$ cat src/rtl/cola_buyer_pkg.sv
// ==========================================================================
// cola_buyer_pkg : one-hot states and interval defaults for cola_buyer. Rev 1.0
// ==========================================================================
`default_nettype none

package cola_buyer_pkg;

  typedef enum logic [4:0] {
    ST_IDLE = 5'b00001,
    ST_SEND = 5'b00010,
    ST_GAP  = 5'b00100,
    ST_TAIL = 5'b01000,
    ST_DONE = 5'b10000
  } state_t;

  localparam int GAP_CYC_DEF  = 4;
  localparam int TAIL_CYC_DEF = 2;

endpackage

`default_nettype wire

$ cat src/rtl/cola_buyer_cyc_timer.sv
// ==========================================================================
// cola_buyer_cyc_timer : loadable 4-bit down-counter with zero flag. Rev 1.0
// ==========================================================================
`default_nettype none

module cola_buyer_cyc_timer (
  input  logic       sys_clk,
  input  logic       sys_rst_n,
  input  logic       load,
  input  logic [3:0] load_val,
  input  logic       en,
  output logic       zero
);

  logic [3:0] cnt;

  always_ff @(posedge sys_clk or negedge sys_rst_n) begin
    if (!sys_rst_n) begin
      cnt <= 4'd0;
    end else if (load) begin
      cnt <= load_val;
    end else if (en && (cnt != 4'd0)) begin
      cnt <= cnt - 4'd1;
    end
  end

  assign zero = (cnt == 4'd0);

endmodule

`default_nettype wire

$ cat src/rtl/cola_buyer.sv
// ==========================================================================
// cola_buyer : emits coin pulses to the vending FSM and counts returned colas. Rev 1.0
// ==========================================================================
`default_nettype none

module cola_buyer
  import cola_buyer_pkg::*;
#(
  parameter int CNT_W    = 4,
  parameter int GAP_CYC  = GAP_CYC_DEF,
  parameter int TAIL_CYC = TAIL_CYC_DEF
) (
  input  logic             sys_clk,
  input  logic             sys_rst_n,
  input  logic             buy_req,
  input  logic [CNT_W-1:0] coin_num,
  output logic             po_money,
  input  logic             pi_cola,
  output logic             busy,
  output logic             done,
  output logic [CNT_W-1:0] cola_cnt
);

  localparam logic [3:0] GAP_LD  = 4'(GAP_CYC - 1);
  localparam logic [3:0] TAIL_LD = 4'(TAIL_CYC - 1);

  state_t           state, state_nx;
  logic [CNT_W-1:0] remain, remain_nx, remain_dec;
  logic             accept;
  logic             tmr_load, tmr_en, tmr_zero;
  logic [3:0]       tmr_val;
  logic             counting;

  assign remain_dec = remain - CNT_W'(1);
  assign counting   = (state == ST_SEND) || (state == ST_GAP) || (state == ST_TAIL);

  always_comb begin
    state_nx  = state;
    remain_nx = remain;
    accept    = 1'b0;
    tmr_load  = 1'b0;
    tmr_val   = 4'd0;
    tmr_en    = 1'b0;
    unique case (state)
      ST_IDLE: begin
        if (buy_req) begin
          accept    = 1'b1;
          remain_nx = coin_num;
          state_nx  = (coin_num == '0) ? ST_DONE : ST_SEND;
        end
      end
      ST_SEND: begin
        remain_nx = remain_dec;
        tmr_load  = 1'b1;
        if (remain_dec == '0) begin
          tmr_val  = TAIL_LD;
          state_nx = ST_TAIL;
        end else begin
          tmr_val  = GAP_LD;
          state_nx = ST_GAP;
        end
      end
      ST_GAP: begin
        if (tmr_zero) state_nx = ST_SEND;
        else          tmr_en   = 1'b1;
      end
      ST_TAIL: begin
        if (tmr_zero) state_nx = ST_DONE;
        else          tmr_en   = 1'b1;
      end
      ST_DONE: state_nx = ST_IDLE;
      default: state_nx = ST_IDLE;
    endcase
  end

  // Outputs are decoded from the next state so they line up with the state they describe.
  always_ff @(posedge sys_clk or negedge sys_rst_n) begin
    if (!sys_rst_n) begin
      state    <= ST_IDLE;
      remain   <= '0;
      po_money <= 1'b0;
      busy     <= 1'b0;
      done     <= 1'b0;
      cola_cnt <= '0;
    end else begin
      state    <= state_nx;
      remain   <= remain_nx;
      po_money <= (state_nx == ST_SEND);
      busy     <= (state_nx != ST_IDLE);
      done     <= (state_nx == ST_DONE);
      if (accept) begin
        cola_cnt <= '0;
      end else if (counting && pi_cola && (cola_cnt != '1)) begin
        cola_cnt <= cola_cnt + CNT_W'(1);
      end
    end
  end

  cola_buyer_cyc_timer u_timer (
    .sys_clk   (sys_clk),
    .sys_rst_n (sys_rst_n),
    .load      (tmr_load),
    .load_val  (tmr_val),
    .en        (tmr_en),
    .zero      (tmr_zero)
  );

endmodule

`default_nettype wire
$ cat config.mk
export PLATFORM = sky130hd
export DESIGN_NAME = cola_buyer
export DESIGN_NICKNAME = d
export VERILOG_FILES = /design/src/rtl/cola_buyer_pkg.sv /design/src/rtl/cola_buyer_cyc_timer.sv /design/src/rtl/cola_buyer.sv
export SDC_FILE = /design/constraint.sdc
export NUM_CORES = 1
export LEC_CHECK = 0
export CAP_MARGIN = 15
export CORE_MARGIN = 10
export CORE_UTILIZATION = 38
export DETAILED_ROUTE_END_ITERATION = 10
export GPL_TIMING_DRIVEN = 0
export MAX_ROUTING_LAYER = met4
export PLACE_DENSITY = 0.69
export SLEW_MARGIN = 20
export SYNTH_ARGS = -nofsm -noshare
export SYNTH_HDL_FRONTEND = slang
export SYNTH_HIERARCHICAL = 1
export SYNTH_SLANG_ARGS = --single-unit
$ cat constraint.sdc
create_clock -name sys_clk -period 4.05 [get_ports sys_clk]
set_clock_uncertainty 0.05 [all_clocks]
set_input_delay 0.81 -clock sys_clk [delete_from_list [all_inputs] [get_ports sys_clk]]
set_output_delay 0.81 -clock sys_clk [all_outputs]
set_load 0.05 [all_outputs]
### After elaboration in Yosys (flattened, before gate mapping)

Cells that the tools add are included.

| word-level totals | value |
|---|---|
| logic and storage cells | 52 |
| register bits | 20 |
| bits of input ports | 8 |
| output and inout bits | 7 |

| operators by class | value |
|---|---|
| add/sub/neg operators | 3 |
| mux-type cells | 19 |
| reductions and logical operators | 14 |
| eq/ne operators | 9 |

Operators by type and width:

| operator | count |
|---|---|
| 2-to-1 mux 4 bit | 6 |
| 2-to-1 mux 5 bit | 4 |
| one-hot mux 5 bit (4 select lines) | 1 |
| zero test 4 bit | 3 |
| equality test 5 x 2 -> 1 bit, second input constant | 2 |
| one-hot mux 4 bit (2 select lines) | 1 |
| subtractor 4 x 1 -> 4 bit, second input constant | 2 |
| nonzero test 2 bit | 3 |
| equality test 5 x 1 -> 1 bit, second input constant | 1 |
| equality test 5 x 3 -> 1 bit, second input constant | 1 |
| equality test 5 x 4 -> 1 bit, second input constant | 1 |
| equality test 5 bit, second input constant | 1 |
| 2-to-1 mux 1 bit | 5 |
| != test 5 x 1 -> 1 bit, second input constant | 1 |
| adder 4 x 1 -> 4 bit, second input constant | 1 |
| 2-to-1 mux 2 bit | 2 |
| != test 4 bit, second input constant | 1 |
| nonzero test 4 bit | 1 |
| logical AND 1 bit | 3 |
| logical OR 1 bit | 2 |
| != test 2 bit, second input constant | 1 |
| AND reduction 2 bit | 1 |
| OR reduction 2 bit | 1 |

### Longest topological paths before layout

Gate-level depths: netlist (run 1).

| depth | value |
|---|---|
| depth after elaboration | 7 |
| mapped depth | 8 |
| gate-level depth less buffers | 7 |

### Hierarchy

Netlist (run 1), hierarchy kept.

By module, submodules not included:

| module | sequential area each (µm²) | cells an instance | area each (µm²) | times used |
|---|---|---|---|---|
| cola_buyer | 401.6 | 100 | 920.9 | 1 |
| cola_buyer_cyc_timer | 100.1 | 27 | 270.3 | 1 |

### Worst setup path after synthesis (run 1)

Ideal clock, no wire load.

| path | value |
|---|---|
| path type | register to register |
| start point | register u_timer.cnt[0] |
| end point | register u_timer.cnt[1] |
| cell stages (with the launch flop) | 8 |
| buffers on the path | 0 |
| required time | 3.920 ns |
| clock period less this slack | 2.198 ns |
| slack | 1.852 ns |
| arrival | 2.068 ns |
| library setup time | 0.080 ns |
| path through | dfrtp_1 > inv_1 > ha_1 > nor3b_2 > nor4_1 > inv_1 > or4_1 > o211ai_2 |

| on the way | value |
|---|---|
| cells in the longest elaborated chain, start to end | 5 |
| elaborated cells between the ends (all ways) | 9 |
| those cells by class | 1 x add/sub; 4 x mux; 4 x reduce/logical |

RTL lines:

| item | RTL line | text |
|---|---|---|
| from (decl) | cola_buyer_cyc_timer.sv:15 | `logic [3:0] cnt;` |
| from (signal assigned) | cola_buyer_cyc_timer.sv:21 | `cnt <= load_val;` |
| from (signal assigned) | cola_buyer_cyc_timer.sv:23 | `cnt <= cnt - 4'd1;` |
| zero test 4 bit | cola_buyer_cyc_timer.sv:27 | `assign zero = (cnt == 4'd0);` |
| net tmr_zero | cola_buyer.sv:30 | `logic tmr_load, tmr_en, tmr_zero;` |
| 2-to-1 mux 1 bit | cola_buyer.sv:64, cola_buyer.sv:68 |  |
| 2-to-1 mux 1 bit | - |  |
| net tmr_en | cola_buyer.sv:30 |  |
| logical AND 1 bit | cola_buyer_cyc_timer.sv:22 | `end else if (en && (cnt != 4'd0)) begin` |
| nonzero test 2 bit (no line) | - |  |

The timed path passes the listed nets, and every way through them passes these cells. The select of a mux whose other input is x is not followed.
A chain may end at the register's enable or synchronous reset.

### Worst setup path in the final report (run 1)

Ends and elaborated chain as after synthesis.

==> results of run 1 <==
## Yosys cell counts (3+ instances only)
library cell	number	area, sq um
ha_1	4	50.1
nand3_1	5	25.0
nor3_1	4	20.0
mux2i_1	7	70.1
o21ai_0	8	40.0
nand2_1	16	60.1
inv_1	10	37.5
dfrtp_1	19	475
a21oi_1	8	40.0
nor2_1	5	18.8
buf_2	3	15.0
## flip-flops by register name, summed over array words and instances (netlist names)
register     flops
state            5
cola_cnt         4
remain           4
u_timer/cnt      4
busy             1
done             1
po_money         1
## worst register-to-register path, stage by stage, from the launching register on
cell and delay [ns]:
dfrtp_1 0.42, inv_1 0.07, ha_1 0.23, nor3b_2 0.21, nor4_1 0.75, inv_1 0.19, or4_1 0.52, o211ai_2 0.08
## final cells by class
class / count / area [sq um]
plain buffers: 4 / 26.3
clock buffers: 4 / 26.3
fillers: 301 / 1610
inverters: 10 / 37.5
multi-input cells: 94 / 629
flip-flops and latches: 20 / 502
well taps: 44 / 55.1
repair buffers: 14 / 140
## routing by layer
layer	GRT usage, %	part of all wire [%]	routed length [microns]	vias up
met2	14.4	46	1120	23
li1	-	-	-	489
met5	-	0	0	-
met4	1.89	0.41	10	0
met1	11.2	49	1180	464
met3	2.95	4.7	113	2
## layout by cell type (no fill, tap or decap), drive strengths merged, types with 2 or more instances in the layout
cell and instances:
mux2i 7, a21o 2, nor3 4, o21ai 8, nand3b 2, nor2 5
nor4 2, buf 4, nor3b 4, a21oi 8, clkbuf 4, o211ai 3
or2 2, clkdlybuf4s50 14, conb 2, dfrtp 19, inv 10, o22ai 2
nand2 16, nand3 5, a2111oi 2, ha 4
## how the worst min path moves through the flow
stage,end,slack (ns),cells after the start
floorplan,busy,0.44,1
global placement,cola_cnt[3],0.44,1
detailed placement,cola_cnt[3],0.47,1
CTS,cola_cnt[3],0.48,1
global route,cola_cnt[3],0.51,1
finish,cola_cnt[3],0.47,1
## cell families after synthesis
| group | synth area share [%] |
|---|---|
| XOR/XNOR | 1.47 |
| AO/OA/AOI/OAI | 15.7 |
| AND/OR/NAND/NOR | 25.0 |
| flip-flops | 42.1 |
| other | 0.315 |
| adder cells (fa/ha/maj) | 4.20 |
| multiplexers | 5.88 |
| buffers and inverters | 5.36 |
## per-stage QoR
stage | instances | setup slack [ns] | hold slack, ns | power (mW) | area, sq um
2_1_floorplan | 128 | 1.85 | 0.437 | 0.644 | 1190
3_3_place_gp | 186 | 1.56 | 0.436 | 0.736 | 1390
3_5_place_dp | 186 | 1.49 | 0.467 | 0.758 | 1390
4_1_cts | 190 | 1.49 | 0.483 | 0.857 | 1420
5_1_grt | 190 | 1.27 | 0.512 | 0.936 | 1420
6_report | 190 | 1.47 | 0.474 | 0.854 | 1420
## power groups by stage
stage | logic [mW] | clock network (mW) | registers [mW]
global route | 0.469 | 0.115 | 0.352
global placement | 0.399 | 0 | 0.337
floorplan | 0.264 | 0 | 0.380
detailed placement | 0.413 | 0 | 0.345
finish | 0.414 | 0.0984 | 0.342
CTS | 0.416 | 0.101 | 0.340
==> impl_metrics.ini, run 1 <==
[run_status]
status = finished clean

[global_routing]
grt_max_degree = 21
grt_overflow = 0
grt.total_usage_pct = 9.18
antenna_found_initial = 0
grt_pass1_vias = 957
grt_pass1_wl_microns = 4460

[logic_synthesis]
syn_inst = 127
synth_area_sq_um = 1190
synth_warnings = 6
synth_edf_count = 0
ys.flop_type = dfrtp_1
synth_seq_area_share_pct = 42.1
syn_avg_cell_area_sq_um = 9.38
synth_cell_type_count = 40
synth-async-reset-ratio_pct = 100
synth_seq_cells = 20

[worst_setup_path]
slowest_stage = nor4_1
end_kind = register
critical_path_buf_inv_count = 2
r2r_slack_ns = 1.47
worstReg2RegEnd = u_timer/cnt[1]
endpoint = u_timer/cnt[1]
worst_ep_arrival_time_ns = 2.76
max_stage_delay_ns = 0.74
r2r_start = u_timer/cnt[0]
critical_path.startpoint = u_timer/cnt[0]
crit_chain = inv_1 > ha_1 > nor3b_2 > nor4_1 > inv_1 > or4_1 > o211ai_2
cp.required_ns = 4.23
path_depth = 7
cpLargestDelayFamily = simple AND/OR/NAND/NOR gates
critPathLaunchType = register
crit_type = register to register
cp_max_fo = 7
r2r_cells = 7
path_common_cell = inv_1

[layout]
fin_util_pct = 46.8
syn2layout_area_growth_pct = 18.9
layout.nets = 159
drive_above_1_share_pct = 11.0
antennaDiodeCount = 0

[floorplan]
die-area_sq_um = 5770
rows = 20
die_h_microns = 76.0
io_pins = 15
die_x_microns = 76.0
core_sq_um = 3030
start_util_pct = 39.3

[pwr]
p_leak_nw = 0.608
swShare_pct = 43.4
intPower_mw = 0.483
combPwrFrac_pct = 48.5
ir_drop_mv = 0.286
power_switching_mw = 0.371
power_frac_seq_pct = 40.0
clock_power_share_pct = 11.5
powerDensity_nw_per_um2 = 603

[route]
drt_iter0_drc = 43
antenna_left = 0
route.detailed.drc = 0
drt_wl_total_microns = 2430
wl_per_cell_microns = 12.8
num_vias = 978
viasPerCell = 5.15
dr.pass1.iters = 4

[min_path]
min_path_type = register to register
min_from = cola_cnt[3]

[sta]
maxSlewHeadroom_pct = 41.6
max_freq_mhz = 387
finalCritPeriodShare_pct = 63.8
hold_viol_final = 0
setup-tns-final_ns = 0
rsz0062_at_grt = no
setup_violations = 0
worstMarginPinSlew_ns = 0.874
period_minus_slack_ns = 2.58
final_max_slew_viol_count = 0

[clock_tree]
cts_buffer_depth = 2
insertion_delay_ns = 0.30
cts_buffers = 3
cts_root_buffer = clkbuf_4
clk_pin_slew_ns = 0.11
cts_hold_buf = 0
cts_resized = 0
cts.sinks = 20
htreeDepth = 1
cts_setup_buffers = 0
cts_tree = yes

[placement]
dpl.hpwl_microns = 1830
place.gp.congestion = 0.808
portBuffers = 14

[run]
maxCapViolCount = 0
No activity file was read; power rests on OpenSTA's default activity.
==> inputs of run 2 (changes only) <==
PLACE_DENSITY = 0.71   (was 0.69)
clock period = 2.1 ns   (was 4.05 ns; I/O delays follow)
==> impl_metrics.ini, run 2 (synthesized netlist as in run 1, its figures left out) <==
[run]
maxCapViolCount = 0

[route]
num_vias = 961
wl_per_cell_microns = 13.3
drt_iter0_drc = 83
drt_wl_total_microns = 2550
viasPerCell = 5.01
antenna_left = 0
dr.pass1.iters = 4
route.detailed.drc = 0

[sta]
max_freq_mhz = 490
fin_hold_ws_ns = 0.479
period_minus_slack_ns = 2.04
fin_ws_ns = 0.0610
maxSlewHeadroom_pct = 38.8
hold_viol_final = 0
setup-tns-final_ns = 0
finalCritPeriodShare_pct = 97.1
worstMarginPinSlew_ns = 0.916
final_max_slew_viol_count = 0
setup_violations = 0

[clock_tree]
cts_buffer_depth = 2
clk_pin_slew_ns = 0.13
insertion_delay_ns = 0.31
htreeDepth = 1
cts_tree = yes
cts_buffers = 3
cts_root_buffer = clkbuf_4
cts.sinks = 20

[worst_setup_path]
worst_ep_arrival_time_ns = 2.20
crit_chain = inv_2 > ha_4 > nor3b_4 > nor4_4 > nor4b_4 > nor3b_2 > a221o_1
slowest_stage = dfrtp_1
cpLargestDelayFamily = simple AND/OR/NAND/NOR gates
crit_type = register to register
cp_max_fo = 7
max_stage_delay_ns = 0.44
critical_path_buf_inv_count = 1
end_kind = register
critPathLaunchType = register
cp.required_ns = 2.26

[placement]
dpl.hpwl_microns = 1830
dp_slack_ns = -0.229
dpl_cell_area_sq_um = 1400
dp.cells = 186
portBuffers = 14
place.gp.congestion = 0.817

[layout]
mostFrequentLayoutCells = dfrtp_1, nand2_1, clkdlybuf4s50_1
design_area_sq_um = 1500
final_cells = 192
final_common_cell = dfrtp_1
syn2layout_area_growth_pct = 25.8
top_register = state
antennaDiodeCount = 0
drive_above_1_share_pct = 18.2
fin_util_pct = 49.5
largest_reg_flops = 5
layout.nets = 161

[global_routing]
grt_overflow = 0
grt_pass1_vias = 962
grt_pass1_wl_microns = 4370
antenna_found_initial = 0
grt_max_degree = 21
grt.total_usage_pct = 9.05

[pwr]
power.total_mw = 1.77
powerDensity_nw_per_um2 = 1180
ir_drop_mv = 0.688
p_leak_nw = 0.654

[run_status]
status = finished clean

[floorplan]
io_pins = 15
die_x_microns = 76.0
start_util_pct = 39.3
rows = 20
die_h_microns = 76.0
core_sq_um = 3030
die-area_sq_um = 5770

[min_path]
min_path_type = register to register
## run 2: cell count changes in the layout (fill, tap and decap cells not counted), sizes merged
cell,previous run,this run
buf,4,5
clkbuf,4,5
clkdlybuf4s50,14,13
dlymetal6s2s,0,1
## run 2: path summary, 6_finish.rpt
check                      slack [ns]  depth (start not counted)        endpoint      startpoint
max                              0.06                          7  u_timer/cnt[3]  u_timer/cnt[1]
min                              0.48                          1     cola_cnt[3]     cola_cnt[3]
max reg2reg                      0.06                          7  u_timer/cnt[3]  u_timer/cnt[1]
min reg2reg                      0.48                          1     cola_cnt[3]     cola_cnt[3]
max in group asynchronous        0.83                          1  u_timer/cnt[0]       sys_rst_n
min in group asynchronous        0.56                          1       remain[2]       sys_rst_n
## run 2: layout make-up
type	count	area (sq um)
fill	279	1530
multi-input combinational	94	681
sequential	20	503
timing repair buffer	16	158
tap	44	55.1
inverter	10	37.5
clock buffer	4	36.3
buffer	4	28.8
## run 2: power by group
group / total, mW / switching, mW / internal, mW
registers: 0.673 / 0.155 / 0.518
clock network: 0.232 / 0.126 / 0.106
logic: 0.870 / 0.488 / 0.382
total: 1.77 / 0.769 / 1.01
## run 2: timing repair
action                                  CTS  global route
hold buffers                              0             0
setup buffers                             1             1
endpoints found under the setup margin    3             4
pin swaps                                 1             2
resized for setup                         1            12
## run 2: layer usage
metal	global-route usage (%)	vias up	share of wire, %
met5	-	-	0
met4	3.79	0	1.1
met3	2.48	4	2.9
met2	14.4	15	47
met1	10.5	448	49
li1	-	494	-
